File: src/rtl/fifo_write_arbiter_pkg.sv
`default_nettype none
// +--------------------------------------------------------------------------+
// | Module   : fifo_write_arbiter_pkg                                        |
// | Purpose  : Shared definitions for the FIFO write-port arbiter: FSM state |
// |            encoding and a constant-width helper.                         |
// | Revision : 1.0  initial release                                          |
// +--------------------------------------------------------------------------+
package fifo_write_arbiter_pkg;

  typedef enum logic [0:0] {
    ST_IDLE  = 1'b0,
    ST_BURST = 1'b1
  } state_t;

  // Ceiling log2 with a floor of 1 bit, for sizing index/counter vectors.
  function automatic int clog2(input int value);
    int r;
    r = 0;
    for (int i = 0; i < 31; i++) begin
      if ((1 << i) < value) r = i + 1;
    end
    return (r < 1) ? 1 : r;
  endfunction

endpackage
`default_nettype wire

File: src/rtl/fifo_write_arbiter_if.sv
`default_nettype none
// +--------------------------------------------------------------------------+
// | Module   : fifo_write_arbiter_if                                         |
// | Purpose  : Bundles the producer request/data bus and the FIFO write pins |
// |            around the arbiter.                                           |
// | Signals  : req, wdata_in, fifo_full      -> into the arbiter             |
// |            gnt, fifo_shift_in, fifo_wdata,                               |
// |            owner, busy                   <- from the arbiter             |
// | Modports : master = arbiter side, slave = producers/FIFO side            |
// | Revision : 1.0  initial release                                          |
// +--------------------------------------------------------------------------+
interface fifo_write_arbiter_if #(
  parameter int N_REQ = 4,
  parameter int WIDTH = 8
);
  import fifo_write_arbiter_pkg::*;

  localparam int OWNER_W = clog2(N_REQ);

  logic [N_REQ-1:0]       req;
  logic [N_REQ*WIDTH-1:0] wdata_in;
  logic [N_REQ-1:0]       gnt;
  logic                   fifo_full;
  logic                   fifo_shift_in;
  logic [WIDTH-1:0]       fifo_wdata;
  logic [OWNER_W-1:0]     owner;
  logic                   busy;

  modport master (
    input  req, wdata_in, fifo_full,
    output gnt, fifo_shift_in, fifo_wdata, owner, busy
  );

  modport slave (
    output req, wdata_in, fifo_full,
    input  gnt, fifo_shift_in, fifo_wdata, owner, busy
  );

endinterface
`default_nettype wire

File: src/rtl/fifo_write_arbiter_rr_pick.sv
`default_nettype none
// +--------------------------------------------------------------------------+
// | Module   : rr_pick                                                       |
// | Purpose  : Combinational round-robin picker. Returns the first set       |
// |            request index at or after i_ptr, wrapping modulo N_REQ.       |
// | Ports    : i_req   [N_REQ]  request vector                               |
// |            i_ptr   [PW]     search start index                           |
// |            o_idx   [PW]     selected index (valid only with o_valid)     |
// |            o_valid          at least one request set                     |
// | Revision : 1.0  initial release                                          |
// +--------------------------------------------------------------------------+
module rr_pick
  import fifo_write_arbiter_pkg::*;
#(
  parameter int N_REQ = 4,
  parameter int PW    = clog2(N_REQ)
) (
  input  logic [N_REQ-1:0] i_req,
  input  logic [PW-1:0]    i_ptr,
  output logic [PW-1:0]    o_idx,
  output logic             o_valid
);

  logic [N_REQ-1:0] w_rot;
  logic [PW:0]      w_j;
  logic [PW-1:0]    w_p;
  logic [PW:0]      w_sum;

  // Rotate so that i_ptr lands on bit 0, pick the lowest set bit, then
  // add i_ptr back. Wrap is an explicit compare-subtract so non power of
  // two requester counts stay correct.
  always_comb begin
    w_rot = '0;
    w_j   = '0;
    for (int i = 0; i < N_REQ; i++) begin
      w_j = {1'b0, PW'(i)} + {1'b0, i_ptr};
      if (w_j >= (PW+1)'(N_REQ)) w_j = w_j - (PW+1)'(N_REQ);
      w_rot[i] = i_req[w_j[PW-1:0]];
    end

    w_p = '0;
    for (int i = N_REQ - 1; i >= 0; i--) begin
      if (w_rot[i]) w_p = PW'(i);
    end

    w_sum = {1'b0, w_p} + {1'b0, i_ptr};
    if (w_sum >= (PW+1)'(N_REQ)) w_sum = w_sum - (PW+1)'(N_REQ);
  end

  assign o_idx   = w_sum[PW-1:0];
  assign o_valid = |i_req;

endmodule
`default_nettype wire

File: src/rtl/fifo_write_arbiter.sv
`default_nettype none
// +--------------------------------------------------------------------------+
// | Module   : fifo_write_arbiter                                            |
// | Purpose  : Round-robin sharing of one FIFO write port among N_REQ        |
// |            producers. An owner keeps the port for up to MAX_BURST words, |
// |            then ownership rotates. FIFO strobe/data are registered.      |
// | Ports    : clk    clock                                                  |
// |            res_n  asynchronous active-low reset                          |
// |            bus    fifo_write_arbiter_if.master (req, wdata_in, gnt,      |
// |                   fifo_full, fifo_shift_in, fifo_wdata, owner, busy)     |
// | Revision : 1.0  initial release                                          |
// +--------------------------------------------------------------------------+
module fifo_write_arbiter
  import fifo_write_arbiter_pkg::*;
#(
  parameter int N_REQ     = 4,
  parameter int WIDTH     = 8,
  parameter int MAX_BURST = 4
) (
  input  logic                  clk,
  input  logic                  res_n,
  fifo_write_arbiter_if.master  bus
);

  localparam int PTR_W = clog2(N_REQ);
  localparam int CNT_W = clog2(MAX_BURST + 1);

  state_t             r_state;
  state_t             w_state_nxt;
  logic [PTR_W-1:0]   r_owner;
  logic [PTR_W-1:0]   r_ptr;
  logic [CNT_W-1:0]   r_cnt;
  logic               r_shift;
  logic [WIDTH-1:0]   r_wdata;

  logic [PTR_W-1:0]   w_pick_idx;
  logic               w_pick_valid;
  logic               w_owner_req;
  logic               w_accept;
  logic               w_last;
  logic               w_leave;
  logic [PTR_W-1:0]   w_owner_inc;
  logic [N_REQ-1:0]   w_gnt;
  logic [WIDTH-1:0]   w_slice;

  rr_pick #(
    .N_REQ (N_REQ),
    .PW    (PTR_W)
  ) u_rr_pick (
    .i_req   (bus.req),
    .i_ptr   (r_ptr),
    .o_idx   (w_pick_idx),
    .o_valid (w_pick_valid)
  );

  assign w_owner_req = bus.req[r_owner];
  assign w_accept    = (r_state == ST_BURST) && w_owner_req && !bus.fifo_full;
  assign w_last      = (r_cnt == CNT_W'(MAX_BURST - 1));
  assign w_owner_inc = (r_owner == PTR_W'(N_REQ - 1)) ? '0 : r_owner + PTR_W'(1);

  always_comb begin
    w_gnt = '0;
    for (int i = 0; i < N_REQ; i++) begin
      w_gnt[i] = w_accept && (r_owner == PTR_W'(i));
    end
  end

  always_comb begin
    w_slice = '0;
    for (int i = 0; i < N_REQ; i++) begin
      if (r_owner == PTR_W'(i)) w_slice = bus.wdata_in[i*WIDTH +: WIDTH];
    end
  end

  // Next state. A full FIFO only freezes the burst; losing the owner's
  // request or taking the last word of the burst ends it.
  always_comb begin
    w_state_nxt = r_state;
    w_leave     = 1'b0;
    unique case (r_state)
      ST_IDLE: begin
        if (w_pick_valid) w_state_nxt = ST_BURST;
      end
      ST_BURST: begin
        if (!w_owner_req || (w_accept && w_last)) begin
          w_state_nxt = ST_IDLE;
          w_leave     = 1'b1;
        end
      end
      default: w_state_nxt = ST_IDLE;
    endcase
  end

  always_ff @(posedge clk or negedge res_n) begin
    if (!res_n) r_state <= ST_IDLE;
    else        r_state <= w_state_nxt;
  end

  always_ff @(posedge clk or negedge res_n) begin
    if (!res_n) begin
      r_owner <= '0;
      r_ptr   <= '0;
      r_cnt   <= '0;
      r_shift <= 1'b0;
      r_wdata <= '0;
    end else begin
      r_shift <= w_accept;
      if (w_accept) begin
        r_wdata <= w_slice;
        r_cnt   <= r_cnt + CNT_W'(1);
      end
      if ((r_state == ST_IDLE) && w_pick_valid) begin
        r_owner <= w_pick_idx;
        r_cnt   <= '0;
      end
      if (w_leave) r_ptr <= w_owner_inc;
    end
  end

  assign bus.gnt           = w_gnt;
  assign bus.fifo_shift_in = r_shift;
  assign bus.fifo_wdata    = r_wdata;
  assign bus.owner         = r_owner;
  assign bus.busy          = (r_state == ST_BURST);

endmodule
`default_nettype wire

File: src/flat_wrapper.sv
// flat-port wrapper written by rule: the top's interface ports become plain ports
module fifo_write_arbiter_flat import fifo_write_arbiter_pkg::*;
#(
  parameter int N_REQ     = 4,
  parameter int WIDTH     = 8,
  parameter int MAX_BURST = 4
)
  (clk, res_n, bus_req, bus_wdata_in, bus_fifo_full, bus_gnt, bus_fifo_shift_in, bus_fifo_wdata, bus_owner, bus_busy);
  fifo_write_arbiter_if #(.N_REQ(N_REQ), .WIDTH(WIDTH)) bus_i ();
  input  logic clk;
  input  logic res_n;
  input wire logic [$bits(bus_i.req)-1:0] bus_req;
  input wire logic [$bits(bus_i.wdata_in)-1:0] bus_wdata_in;
  input wire logic [$bits(bus_i.fifo_full)-1:0] bus_fifo_full;
  output wire logic [$bits(bus_i.gnt)-1:0] bus_gnt;
  output wire logic [$bits(bus_i.fifo_shift_in)-1:0] bus_fifo_shift_in;
  output wire logic [$bits(bus_i.fifo_wdata)-1:0] bus_fifo_wdata;
  output wire logic [$bits(bus_i.owner)-1:0] bus_owner;
  output wire logic [$bits(bus_i.busy)-1:0] bus_busy;
  assign bus_i.req = bus_req;
  assign bus_i.wdata_in = bus_wdata_in;
  assign bus_i.fifo_full = bus_fifo_full;
  assign bus_gnt = bus_i.gnt;
  assign bus_fifo_shift_in = bus_i.fifo_shift_in;
  assign bus_fifo_wdata = bus_i.fifo_wdata;
  assign bus_owner = bus_i.owner;
  assign bus_busy = bus_i.busy;
  fifo_write_arbiter #(.N_REQ(N_REQ), .WIDTH(WIDTH), .MAX_BURST(MAX_BURST)) u_core (.clk(clk), .res_n(res_n), .bus(bus_i));
endmodule
File: config.mk
export PLATFORM = sky130hd
export DESIGN_NAME = fifo_write_arbiter_flat
export DESIGN_NICKNAME = d
export VERILOG_FILES = /design/src/rtl/fifo_write_arbiter_pkg.sv /design/src/rtl/fifo_write_arbiter_if.sv /design/src/rtl/fifo_write_arbiter_rr_pick.sv /design/src/rtl/fifo_write_arbiter.sv /design/src/flat_wrapper.sv
export SDC_FILE = /design/constraint.sdc
export NUM_CORES = 1
export LEC_CHECK = 0
export ABC_CLOCK_PERIOD_IN_PS = 1890
export BUFFER_PORTS_ARGS = -buffer_cell sky130_fd_sc_hd__buf_2
export CAP_MARGIN = 20
export CORE_AREA = 2 2 55 57
export DETAILED_ROUTE_END_ITERATION = 8
export DIE_AREA = 0 0 57 59
export MAX_ROUTING_LAYER = met4
export PLACE_DENSITY = 0.83
export SLEW_MARGIN = 20
export SYNTH_ARGS = -nofsm -noshare
export SYNTH_HDL_FRONTEND = slang
export SYNTH_HIERARCHICAL = 1
export SYNTH_SLANG_ARGS = --single-unit
export TNS_END_PERCENT = 1
File: constraint.sdc
create_clock -name clk -period 1.89 [get_ports clk]
set_input_delay 0.378 -clock clk [delete_from_list [all_inputs] [get_ports clk]]
set_output_delay 0.378 -clock clk [all_outputs]
set_load 0.05 [all_outputs]
* Word-level counts from Yosys, hierarchy flattened
Cells that the tools add are included.
** Operators by class
- Shift operators :: 0
- Div/mod/pow operators :: 0
- Bitwise gates (word level) :: 1
- Multipliers :: 0
- Add/sub/neg operators :: 11
- Reductions and logical operators :: 14
- Equal/unequal tests :: 4
- $lt $le $gt $ge :: 10
- Mux-type cells :: 31
** Operators by type and width (number)
- 2-to-1 mux 8 bit :: 4
- 2-to-1 mux 2 bit :: 10
- less-than comparator 2 x 3 -> 1 bit (second input constant) :: 5
- >= comparator 3 bit (second input constant) :: 4
- binary-select mux 1 bit (select 2 bit) :: 5
- subtractor 2 x 1 -> 2 bit (second input constant) :: 5
- 2-to-1 mux 1 bit :: 9
- logical AND 1 bit :: 8
- adder 2 x 2 -> 3 bit (first input constant) :: 2
- 2-to-1 mux 3 bit :: 2
- equality test 2 bit (second input constant) :: 2
- OR reduction 4 bit :: 1
- adder 1 x 2 -> 3 bit (first input constant) :: 1
- adder 2 x 2 -> 3 bit :: 1
- adder 3 x 1 -> 3 bit (second input constant) :: 1
- equality test 3 x 2 -> 1 bit (second input constant) :: 1
- >= comparator 2 x 3 -> 1 bit (second input constant) :: 1
- adder 2 x 1 -> 2 bit (second input constant) :: 1
- equality test 2 x 1 -> 1 bit (second input constant) :: 1
- zero test 1 bit :: 2
- zero test 2 bit :: 1
- case mux 1 bit (2 select lines) :: 1
- nonzero test 2 bit :: 1
- logical OR 1 bit :: 1
- inverter 1 bit :: 1
** Storage, ports and cells
- Memory bits (writable) :: 0
- Memories :: 0
- Output and inout bits :: 16
- Bits in registers :: 17
- Bits in latches :: 0
- Bits in read-only memories :: 0

* Logic depth before layout (Yosys ltp)
Gate-level depths: netlist of run 1.
- Depth after elaboration :: 12
- Depth in mapped cells :: 10
- Depth with buffers taken out :: 9

* Modules after synthesis
The synthesis of run 1 kept the hierarchy.
** Modules (own cells, without submodules)
- fifo_write_arbiter :: times used 1, cells each 108, area each 1088.5 um^2
- rr_pick :: times used 1, cells each 27, area each 181.4 um^2

* Worst setup path before layout of run 1
No wires, ideal clock.
- Path kind :: reg-to-output
- From :: register u_core.r_owner[0] (netlist: u_core/bus.owner[0])
- To :: output port bus_gnt[3]
- Path slack :: -407 ps
- Data arrival time :: 1919 ps
- Buffers on the path :: 1
- Required time :: 1512 ps
- Cell stages (with the launch flop) :: 5
- Cell sequence :: dfrtp_1 > mux4_2 > buf_6 > nand2_2 > nor2_1
** Between the ends
- Cells in the longest elaborated chain, start to end :: 5
** Ends and longest elaborated chain
- start: declaration :: RTL line fifo_write_arbiter.sv:30 : logic [PTR_W-1:0] r_owner;
- start signal: assignment :: RTL line fifo_write_arbiter.sv:113 : r_owner <= w_pick_idx;
- binary-select mux 1 bit (select 2 bit) :: RTL line fifo_write_arbiter.sv:56 : assign w_owner_req = bus.req[r_owner];
- 2-to-1 mux 1 bit (not written as such) :: RTL line fifo_write_arbiter.sv:56
- logical AND 1 bit (2 in a row) :: RTL line fifo_write_arbiter.sv:57 : assign w_accept = (r_state == ST_BURST) && w_owner_req && !bus.fifo_full;
- logical AND 1 bit * :: RTL line fifo_write_arbiter.sv:64 : w_gnt[i] = w_accept && (r_owner == PTR_W'(i));
- end: declaration :: RTL line flat_wrapper.sv:15 : output wire logic [$bits(bus_i.gnt)-1:0] bus_gnt;
Every way passes the cells marked *; elsewhere a longest branch is shown, timed or not. The select of a mux whose other input is x is not followed.

* Worst setup path after layout of run 1
- From :: register u_core.r_owner[0] (netlist: u_core/bus.owner[0])
- To :: output port bus_gnt[1]
The elaborated chain is that of the path after synthesis.

==> results of run 1 <==
-- through the flow --
step / utilization (%) / power [W] / instances
global placement: 60.4 / 0.00251 / 224
floorplan: - / 0.00215 / 135
detailed placement: 60.4 / 0.00259 / 224
global route: 62.4 / 0.00301 / 228
CTS: 62.3 / 0.00280 / 228
finish: 62.4 / 0.00281 / 228
-- cell usage after synthesis, drive strengths merged (2+ instances only) --
master | count | share of area (%)
or2 | 2 | 0.99
o21ai | 6 | 2.4
a32o | 2 | 1.6
nand2 | 12 | 3.7
a21bo | 7 | 5.5
o22ai | 9 | 4.4
clkbuf | 5 | 2.3
a31o | 2 | 1.4
or2b | 2 | 1.2
ha | 7 | 6.9
a21boi | 2 | 1.2
buf | 3 | 2.2
nand2b | 2 | 0.99
nand3 | 2 | 0.79
and3 | 3 | 1.5
xnor2 | 2 | 1.4
nor2b | 5 | 2.5
nor2 | 6 | 1.8
a221oi | 7 | 4.8
inv | 7 | 2.1
dfrtp | 17 | 33
a21o | 3 | 1.9
o31ai | 7 | 4.1
mux2 | 2 | 2.1
-- power groups by stage --
stage	registers, W	clock network (W)	logic (W)
2_1_floorplan	0.00104	0	0.00111
3_3_place_gp	0.000671	0	0.00184
3_5_place_dp	0.000688	0	0.00190
4_1_cts	0.000683	0.000196	0.00192
5_1_grt	0.000718	0.000211	0.00208
6_report	0.000687	0.000198	0.00192
-- path summary, 6_finish.rpt --
kind / end / slack, ns / depth (start not counted)
worst max-delay path: bus_gnt[1] / -0.16 / 3
worst min-delay path: u_core/bus.fifo_wdata[0] / -0.01 / 1
worst max register to register: u_core/r_cnt[0] / 0.13 / 4
worst min register to register: u_core/r_cnt[2] / 0.54 / 1
max in group asynchronous: u_core/bus.busy / 1.60 / 1
min in group clk: u_core/bus.fifo_wdata[7] / 0.39 / 3
-- worst max-delay path: cells and delay by family (launching register included) --
| kind | cells | cell delay, ns |
|---|---|---|
| mux | 1 | 0.61 |
| flops | 1 | 0.40 |
| simple gates | 1 | 0.22 |
| buf+inv | 1 | 0.15 |
-- sequential cells by signal, indices dropped and copies added, names as in the netlist --
signal and cells:
u_core/bus.busy 1, u_core/bus.fifo_shift_in 1, u_core/bus.fifo_wdata 8, u_core/bus.owner 2, u_core/r_cnt 3, u_core/r_ptr 2
-- placed cells by master, fill, tap and decap left out, types with 4 or more instances in the layout --
| cell | synthesis | final |
|---|---|---|
| a21bo_2 | 7 | 7 |
| a221oi_1 | 7 | 7 |
| nor2b_1 | 5 | 4 |
| nand2_1 | 11 | 11 |
| o31ai_1 | 7 | 7 |
| o21ai_0 | 6 | 6 |
| ha_1 | 7 | 7 |
| inv_1 | 7 | 7 |
| nor2_1 | 6 | 5 |
| buf_2 | 1 | 50 |
| o22ai_1 | 9 | 9 |
| buf_4 | 0 | 13 |
| dfrtp_1 | 17 | 14 |
-- repair_timing --
| item | CTS | global route |
|---|---|---|
| gates resized for setup | 8 | 2 |
| setup endpoints to repair | 5 | 5 |
| buffers inserted | 0 | 0 |
| pin swaps | 1 | 0 |
| gates cloned | 0 | 0 |
-- cell families (layout without fill, tap and decap cells) --
family	count (synthesis)	count (layout)	share of synthesized area [%]
AOI/OAI and AO/OA	53	53	32.4
xor gates and xnor gates	2	2	1.38
adders and majority gates	7	7	6.90
muxes	4	4	4.63
buffers and inverters	16	78	6.80
and+or+nand+nor	36	36	14.4
DFF	17	17	33.5
-- final cells by class --
| type | count | area [sq um] |
|---|---|---|
| clock buffers | 3 | 22.5 |
| clock inverters | 1 | 5.00 |
| fillers | 234 | 1020 |
| inverters | 8 | 30.0 |
| multi-input cells | 102 | 783 |
| flip-flops and latches | 17 | 429 |
| well taps | 31 | 38.8 |
| repair buffers | 66 | 382 |
-- layer usage --
layer / global-route usage (%) / share of wire [%] / routed length (um) / vias to the layer above
li1: - / - / - / 635
met1: 25.7 / 42 / 1400 / 583
met2: 38.9 / 49 / 1610 / 66
met3: 2.40 / 7.6 / 252 / 5
met4: 5.65 / 1.1 / 36 / 0
met5: - / 0 / 0 / -
==> results_dict.tcl, run 1 <==
set metrics [dict create \
    crit_chain "mux4_2 > and3_4 > buf_6" \
    grtUsageTotal_pct 21.6 \
    crit_required_ns 1.51 \
    status "complete, but fails checks" \
    clk_latency_ns 0.29 \
    dpl_worst_slack_ns 0.0156 \
    antenna_found_initial 0 \
    ir_drop_v 0.00117 \
    synth-seq-cells 17 \
    gr-total-overflow 0 \
    cts_buffers 3 \
    die-width_um 57 \
    timing.final.crit_share_pct 108 \
    yosys_warnings 6 \
    min_path_type "in2async" \
    fmax_ghz 0.488 \
    cp-start-kind "flop" \
    power.share.clock_pct 7.1 \
    drt.antenna.violating_nets 0 \
    comb_power_share_pct 68.5 \
    diodes 0 \
    end_kind "output pin" \
    fin_nets 244 \
    cap_violations 0 \
    p_int_w 0.00137 \
    rows 19 \
    skew_ns 0.00101 \
    grt_pass1_wl_mm 5.64 \
    holdWs_ns -0.0109 \
    cp_max_fo 7 \
    hold_viol 17 \
    htreeDepth 1 \
    place_area_sq_mm 0.00164 \
    synth.distinct_cells 42 \
    vias_per_cell 5.65 \
    cts_tree "done" \
    grt_pass1_vias 1324 \
    seq_power_share_pct 24.5 \
    synth_top_flop_cell "dfrtp_1" \
    timing.final.ws_setup_ns -0.159 \
    avgSynthCellArea_sq_um 9.41 \
    grt_max_degree 18 \
    dp.final_hpwl_mm 2.68 \
    cp_slowest_cell "mux4_2" \
    crit_path_start "u_core/bus.owner[0]" \
    cts_hold_buffers 0 \
    drc_errors 0 \
    clk_pin_slew_worst_paths_ns 0.10 \
    die_y_um 59 \
    yosysSeqAreaShare_pct 33.5 \
    p_per_area_mw_per_mm2 1660 \
    worst-setup-path-type "reg2out" \
    slew_viol_final 0 \
    portBuffers 54 \
    wirelength_mm 3.30 \
    leakagePower_nw 0.829 \
    worstMarginPinSlew_ns 0.391 \
    num_io_pins 55 \
    arrival_ns 1.67 \
    vias 1289 \
    syn-instance-count 135 \
    avgRoutedWirePerCell_um 14.5 \
    start_util_pct 46.9 \
    syn-num-nets 181 \
    fin_setup_tns_ns -0.582 \
    drt_pre_antenna_iters 4 \
    r2r-start "u_core/bus.owner[0]" \
    cts-root-buf "clkbuf_4" \
    cts_num_sinks 17 \
    gp_congestion 0.858 \
    max_slew_margin_pct 73.9 \
    synth_area_sq_mm 0.00127 \
    area_growth_pct 33.1 \
    p_sw_w 0.00143 \
    core-area_sq_mm 0.00271 \
    async_flop_share_pct 100 \
    grt_setup_unrepaired "yes" \
    max-clock-path-buffers 2 \
    violations "negative hold slack, negative setup slack" \
    layout-drive-gt1-share_pct 47.7 \
    design_area_sq_mm 0.00169 \
    dieArea_sq_mm 0.00336 \
    period_needed_ns 2.05 \
    drt_iter0_drc 40 \
    slowest_delay_ns 0.61 \
    setup_violations 4 \
    synth_edf_count 0 \
    sw_frac_of_total_pct 51.1 \
]
Note: power is estimated with default switching activity, not from simulation.
==> inputs of run 2 (changes only) <==
ABC_CLOCK_PERIOD_IN_PS = 2600   (was 1890)
CORE_AREA = 2 2 52 54   (was 2 2 55 57)
CTS_BUF_LIST = sky130_fd_sc_hd__clkbuf_4 sky130_fd_sc_hd__clkbuf_8   (was not set)
DIE_AREA = 0 0 54 56   (was 0 0 57 59)
PLACE_DENSITY = 0.91   (was 0.83)
clock period = 2.6 ns   (was 1.89 ns; I/O delays follow)
==> run 2 against run 1 <==
Effect of this change:
- the run now ends clean
- via count grew 2.4%
- die area is 10% lower
- clock skew up 0.0069 ns
- design area decreased by 7.3%
- core utilization rose by 2.0 points
- clock power decreased by 23%
- sequential share of layout area increased by 1.8 points
- sequential cell count is the same
- worst setup slack better by 0.29 ns
- final cell count down 4.8%
- routed wire length grew 0.64%
- clock-buffer cell count up 1
- critical endpoint unchanged
- largest cell class unchanged
==> results_dict.tcl, run 2 (synthesis gave the netlist of run 1 again) <==
set metrics [dict create \
    slew_viol_final 0 \
    die_y_um 56 \
    min_path_type "in2async" \
    max_slew_margin_pct 59.4 \
    critPathTopFamily "multiplexers" \
    gp_congestion 0.821 \
    diodes 0 \
    vias_per_cell 6.08 \
    die-width_um 54 \
    worstMarginPinSlew_ns 0.608 \
    gr-total-overflow 0 \
    rows 18 \
    p_per_area_mw_per_mm2 1240 \
    cp-endpoint "bus_gnt[1]" \
    grtUsageTotal_pct 24.4 \
    fin_setup_tns_ns 0 \
    ctsResizeCount 0 \
    cts_buffers 3 \
    worst-setup-path-type "reg2out" \
    cts-root-buf "clkbuf_4" \
    grt_setup_unrepaired "no" \
    crit_required_ns 2.08 \
    end_kind "output pin" \
    slowest_delay_ns 0.73 \
    fmax_ghz 0.404 \
    core-area_sq_mm 0.00243 \
    cts_hold_buffers 0 \
    cts_tree "done" \
    grt_max_degree 21 \
    grt_pass1_vias 1313 \
    wirelength_mm 3.32 \
    final_cell_mix "buf_2 (54), dfrtp_1 (17), nand2_1 (11)" \
    arrival_ns 1.95 \
    cp-start-kind "flop" \
    r2r-start "u_core/bus.owner[0]" \
    portBuffers 54 \
    layout-drive-gt1-share_pct 40.6 \
    timing.rr.end "u_core/r_ptr[1]" \
    postCtsSetupBuffers 0 \
    holdWs_ns 0.128 \
    drt_pre_antenna_iters 4 \
    area_growth_pct 23.3 \
    dieArea_sq_mm 0.00302 \
    crit_cells 3 \
    dp.final_hpwl_mm 2.60 \
    clk_latency_ns 0.29 \
    cp_slowest_cell "mux4_2" \
    num_io_pins 55 \
    start_util_pct 52.2 \
    fin_nets 234 \
    antenna_found_initial 0 \
    avgRoutedWirePerCell_um 15.3 \
    cap_violations 0 \
    drt_iter0_drc 40 \
    regArea_sq_um 425 \
    status "completed" \
    ff2ff_setup_slack_ns 0.56 \
    timing.final.crit_share_pct 95.1 \
    worst-path-buf-inv 1 \
    cp_max_fo 20 \
    skew_ns 0.00787 \
    multi_input_area_sq_um 758 \
    ir_drop_v 0.000887 \
    crit_chain "mux4_2 > and3_1 > buf_2" \
    largest_reg_flops 8 \
    leakagePower_nw 0.787 \
    drt.antenna.violating_nets 0 \
    cts_num_sinks 17 \
    crit_path_start "u_core/bus.owner[0]" \
    rr_worst_depth 3 \
    max-clock-path-buffers 2 \
    drc_errors 0 \
    grt_pass1_wl_mm 5.50 \
    vias 1320 \
    nFillCells 210 \
    hold_viol 0 \
    clk_pin_slew_worst_paths_ns 0.10 \
    setup_violations 0 \
    final_common_cell "buf_2" \
    htreeDepth 1 \
    period_needed_ns 2.47 \
]
run 2: area by class of cell:
type,instances,share of cell area (%)
clock buffers,4,1.92
inverters,8,1.92
multi-input cells,102,48.4
flip-flops and latches,17,27.2
well taps,30,2.40
repair buffers,56,18.2
run 2: worst min-delay path by stage:
stage	slack, ns	startpoint	cells past startpoint	endpoint
after global placement	0.46	res_n	1	u_core/r_cnt[0]
after floorplan	0.22	res_n	0	u_core/bus.busy
after CTS	0.14	res_n	1	u_core/bus.fifo_wdata[5]
final	0.13	res_n	1	u_core/r_ptr[1]
after global routing	0.14	res_n	1	u_core/r_cnt[0]
after detailed placement	0.46	res_n	1	u_core/r_cnt[0]
run 2: metrics by stage:
stage               worst slack (ns)  cell area, sq um  instances  util, %  total power [W]
finish                         0.128              1570        217     64.4          0.00195
global route                  0.0571              1570        217     64.4          0.00209
CTS                            0.135              1570        217     64.4          0.00194
detailed placement             0.297              1540        213     63.2          0.00178
global placement               0.310              1540        213     63.2          0.00173
floorplan                      0.161              1270        135        -          0.00154
run 2: per-layer routing:
layer	part of all wire (%)	wire length (um)	up-vias	GRT usage, %
li1	-	-	616	-
met1	41	1350	621	31.0
met2	51	1680	79	40.8
met3	7.8	258	4	1.88
met4	0.87	29	0	7.50
met5	0	0	-	-
run 2: worst reg2reg max path: stages, from the launching register on:
cell	delay (ns)
dfrtp_1	0.47
mux4_2	0.73
a21boi_0	0.37
mux2_2	0.38
run 2: where the power goes:
part | switching, W | total (W) | internal [W] | leakage [nW]
logic | 0.000799 | 0.00127 | 0.000474 | 0.553
clock network | 0.0000820 | 0.000152 | 0.0000702 | 0.0184
registers | 0.000138 | 0.000521 | 0.000383 | 0.215
==> inputs of run 3 (changes only) <==
BUFFER_PORTS_ARGS = not set   (was -buffer_cell sky130_fd_sc_hd__buf_2)
CAP_MARGIN = 5   (was 20)
CORE_AREA = 2 2 46 48   (was 2 2 52 54)
DIE_AREA = 0 0 48 50   (was 0 0 54 56)
DONT_BUFFER_PORTS = 1   (was not set)
PLACE_DENSITY = 0.88   (was 0.91)
==> run 3 against run 2 <==
Effect of this change:
- power decreased by 2.8%
- clock power down 7%
- sequential power grew 36%
- global-route usage rose by 4.0 points
- critical path type unchanged
==> results_dict.tcl, run 3 (synthesis gave the netlist of run 1 again) <==
set metrics [dict create \
    start_util_pct 66.8 \
    vias 1138 \
    wirelength_mm 3.04 \
    instances_no_fill 168 \
    design_area_sq_mm 0.00139 \
    p_sw_w 0.00100 \
    drc_errors 0 \
    grtUsageTotal_pct 28.4 \
    sw_frac_of_total_pct 52.8 \
    period_needed_ns 2.40 \
    avgRoutedWirePerCell_um 18.1 \
    crit_path_start "u_core/bus.owner[0]" \
    worst-setup-path-type "reg2out" \
    max_slew_margin_pct 48.4 \
    ir_drop_v 0.000998 \
    power.share.clock_pct 7.5 \
    seq_power_share_pct 37.4 \
    antenna_found_initial 0 \
    drt_iter0_drc 31 \
    min_path_type "in2reg" \
    cts_num_sinks 17 \
    cp_max_fo 10 \
    grt_pass1_wl_mm 4.84 \
    fmax_ghz 0.417 \
    vias_per_cell 6.77 \
    comb_power_share_pct 55.2 \
    grt_setup_unrepaired "no" \
    arrival_ns 1.88 \
    holdWs_ns 0.442 \
    postCtsSetupBuffers 0 \
    diodes 0 \
    drt.antenna.violating_nets 0 \
    skew_ns 0.00443 \
    dieArea_sq_mm 0.00240 \
    gr-total-overflow 0 \
    setup_violations 0 \
    r2r-start "u_core/bus.owner[0]" \
    timing.rr.end "u_core/bus.fifo_wdata[7]" \
    cap_violations 0 \
    hold_viol 0 \
    layout-drive-gt1-share_pct 20.6 \
    htreeDepth 1 \
    status "completed" \
    rr_worst_depth 5 \
    gp_congestion 0.773 \
    dpl.cell_count 163 \
    core-area_sq_mm 0.00190 \
    cts_buffers 3 \
    leakagePower_nw 0.610 \
    ctsResizeCount 0 \
    cp-start-kind "flop" \
    p_int_w 0.000893 \
    fin_nets 188 \
    cts_tree "done" \
    final_cell_mix "dfrtp_1 (17), nand2_1 (11), o22ai_1 (9)" \
    drt_pre_antenna_iters 4 \
    clk_pin_slew_worst_paths_ns 0.10 \
    die_y_um 50 \
    grt_max_degree 21 \
    num_io_pins 55 \
    grt_pass1_vias 1074 \
    rows 16 \
    dp.final_hpwl_mm 2.23 \
    portBuffers 0 \
    area_growth_pct 9.46 \
    cp-endpoint "bus_gnt[3]" \
    slew_viol_final 0 \
    worstMarginPinSlew_ns 0.771 \
    cts-root-buf "clkbuf_4" \
    fin_setup_tns_ns 0 \
    place_area_sq_mm 0.00135 \
    p_per_area_mw_per_mm2 1360 \
    crit_required_ns 2.08 \
    ff2ff_setup_slack_ns 0.60 \
    end_kind "output pin" \
    max-clock-path-buffers 2 \
    die-width_um 48 \
    final_common_cell "dfrtp_1" \
    clk_latency_ns 0.28 \
    timing.final.crit_share_pct 92.2 \
    largest_reg_flops 8 \
]
## run 3: cell count changes in the layout (fill, tap and decap cells not counted), sizes merged
cell and delta:
dlygate4sd3 +1, buf -47, clkinv +1, clkbuf -1
## run 3: layer usage
metal  track usage, %  vias up  wire length [um]
met5                -        -                 0
met4             6.76        0                17
met3             4.76        2               233
met2             44.4       57              1530
met1             38.0      553              1260
li1                 -      526                 -
## run 3: power groups by stage
stage                     sequential [W]  clock, W  combinational, W
after floorplan                 0.000753         0          0.000785
after global placement          0.000702         0          0.000987
after detailed placement        0.000713         0           0.00102
after CTS                       0.000707  0.000147           0.00104
after global routing            0.000722  0.000160           0.00114
final                           0.000707  0.000141           0.00104
## run 3: worst max-delay path, stage by stage, from the launching register on
cell	delay, ns
dfrtp_1	0.39
buf_4	0.24
ha_1	0.27
clkinv_1	0.30
nor2_1	0.19
buf_4	0.21
## run 3: final cells by class
| cell class | instances | area [sq um] |
|---|---|---|
| inverter | 8 | 30.0 |
| sequential | 17 | 425 |
| multi-input combinational | 102 | 758 |
| clock buffer | 3 | 22.5 |
| tap | 27 | 33.8 |
| fill | 138 | 512 |
| timing repair buffer | 10 | 115 |
| clock inverter | 1 | 5.00 |
## run 3: per-stage QoR
step	util (%)	total power, W	setup slack (ns)
after global placement	71.1	0.00169	0.439
after floorplan	-	0.00154	0.161
final	73.1	0.00189	0.202
after CTS	73.1	0.00189	0.195
after global routing	73.1	0.00203	0.0835
after detailed placement	71.1	0.00174	0.422
## run 3: worst min path at each step
stage                                    end  depth (start not counted)              from  slack (ns)
floorplan                    u_core/bus.busy                          0             res_n        0.22
global placement    u_core/bus.fifo_wdata[6]                          0             res_n        0.22
detailed placement  u_core/bus.fifo_wdata[6]                          0             res_n        0.22
CTS                 u_core/bus.fifo_wdata[0]                          2  bus_wdata_in[16]        0.43
global route        u_core/bus.fifo_wdata[6]                          2  bus_wdata_in[22]        0.44
finish              u_core/bus.fifo_wdata[0]                          2  bus_wdata_in[16]        0.44
## run 3: what timing repair did
action | CTS | global route
endpoints found under the hold margin | 17 | 0
endpoints found under the setup margin | 0 | 0
hold buffers | 1 | 0
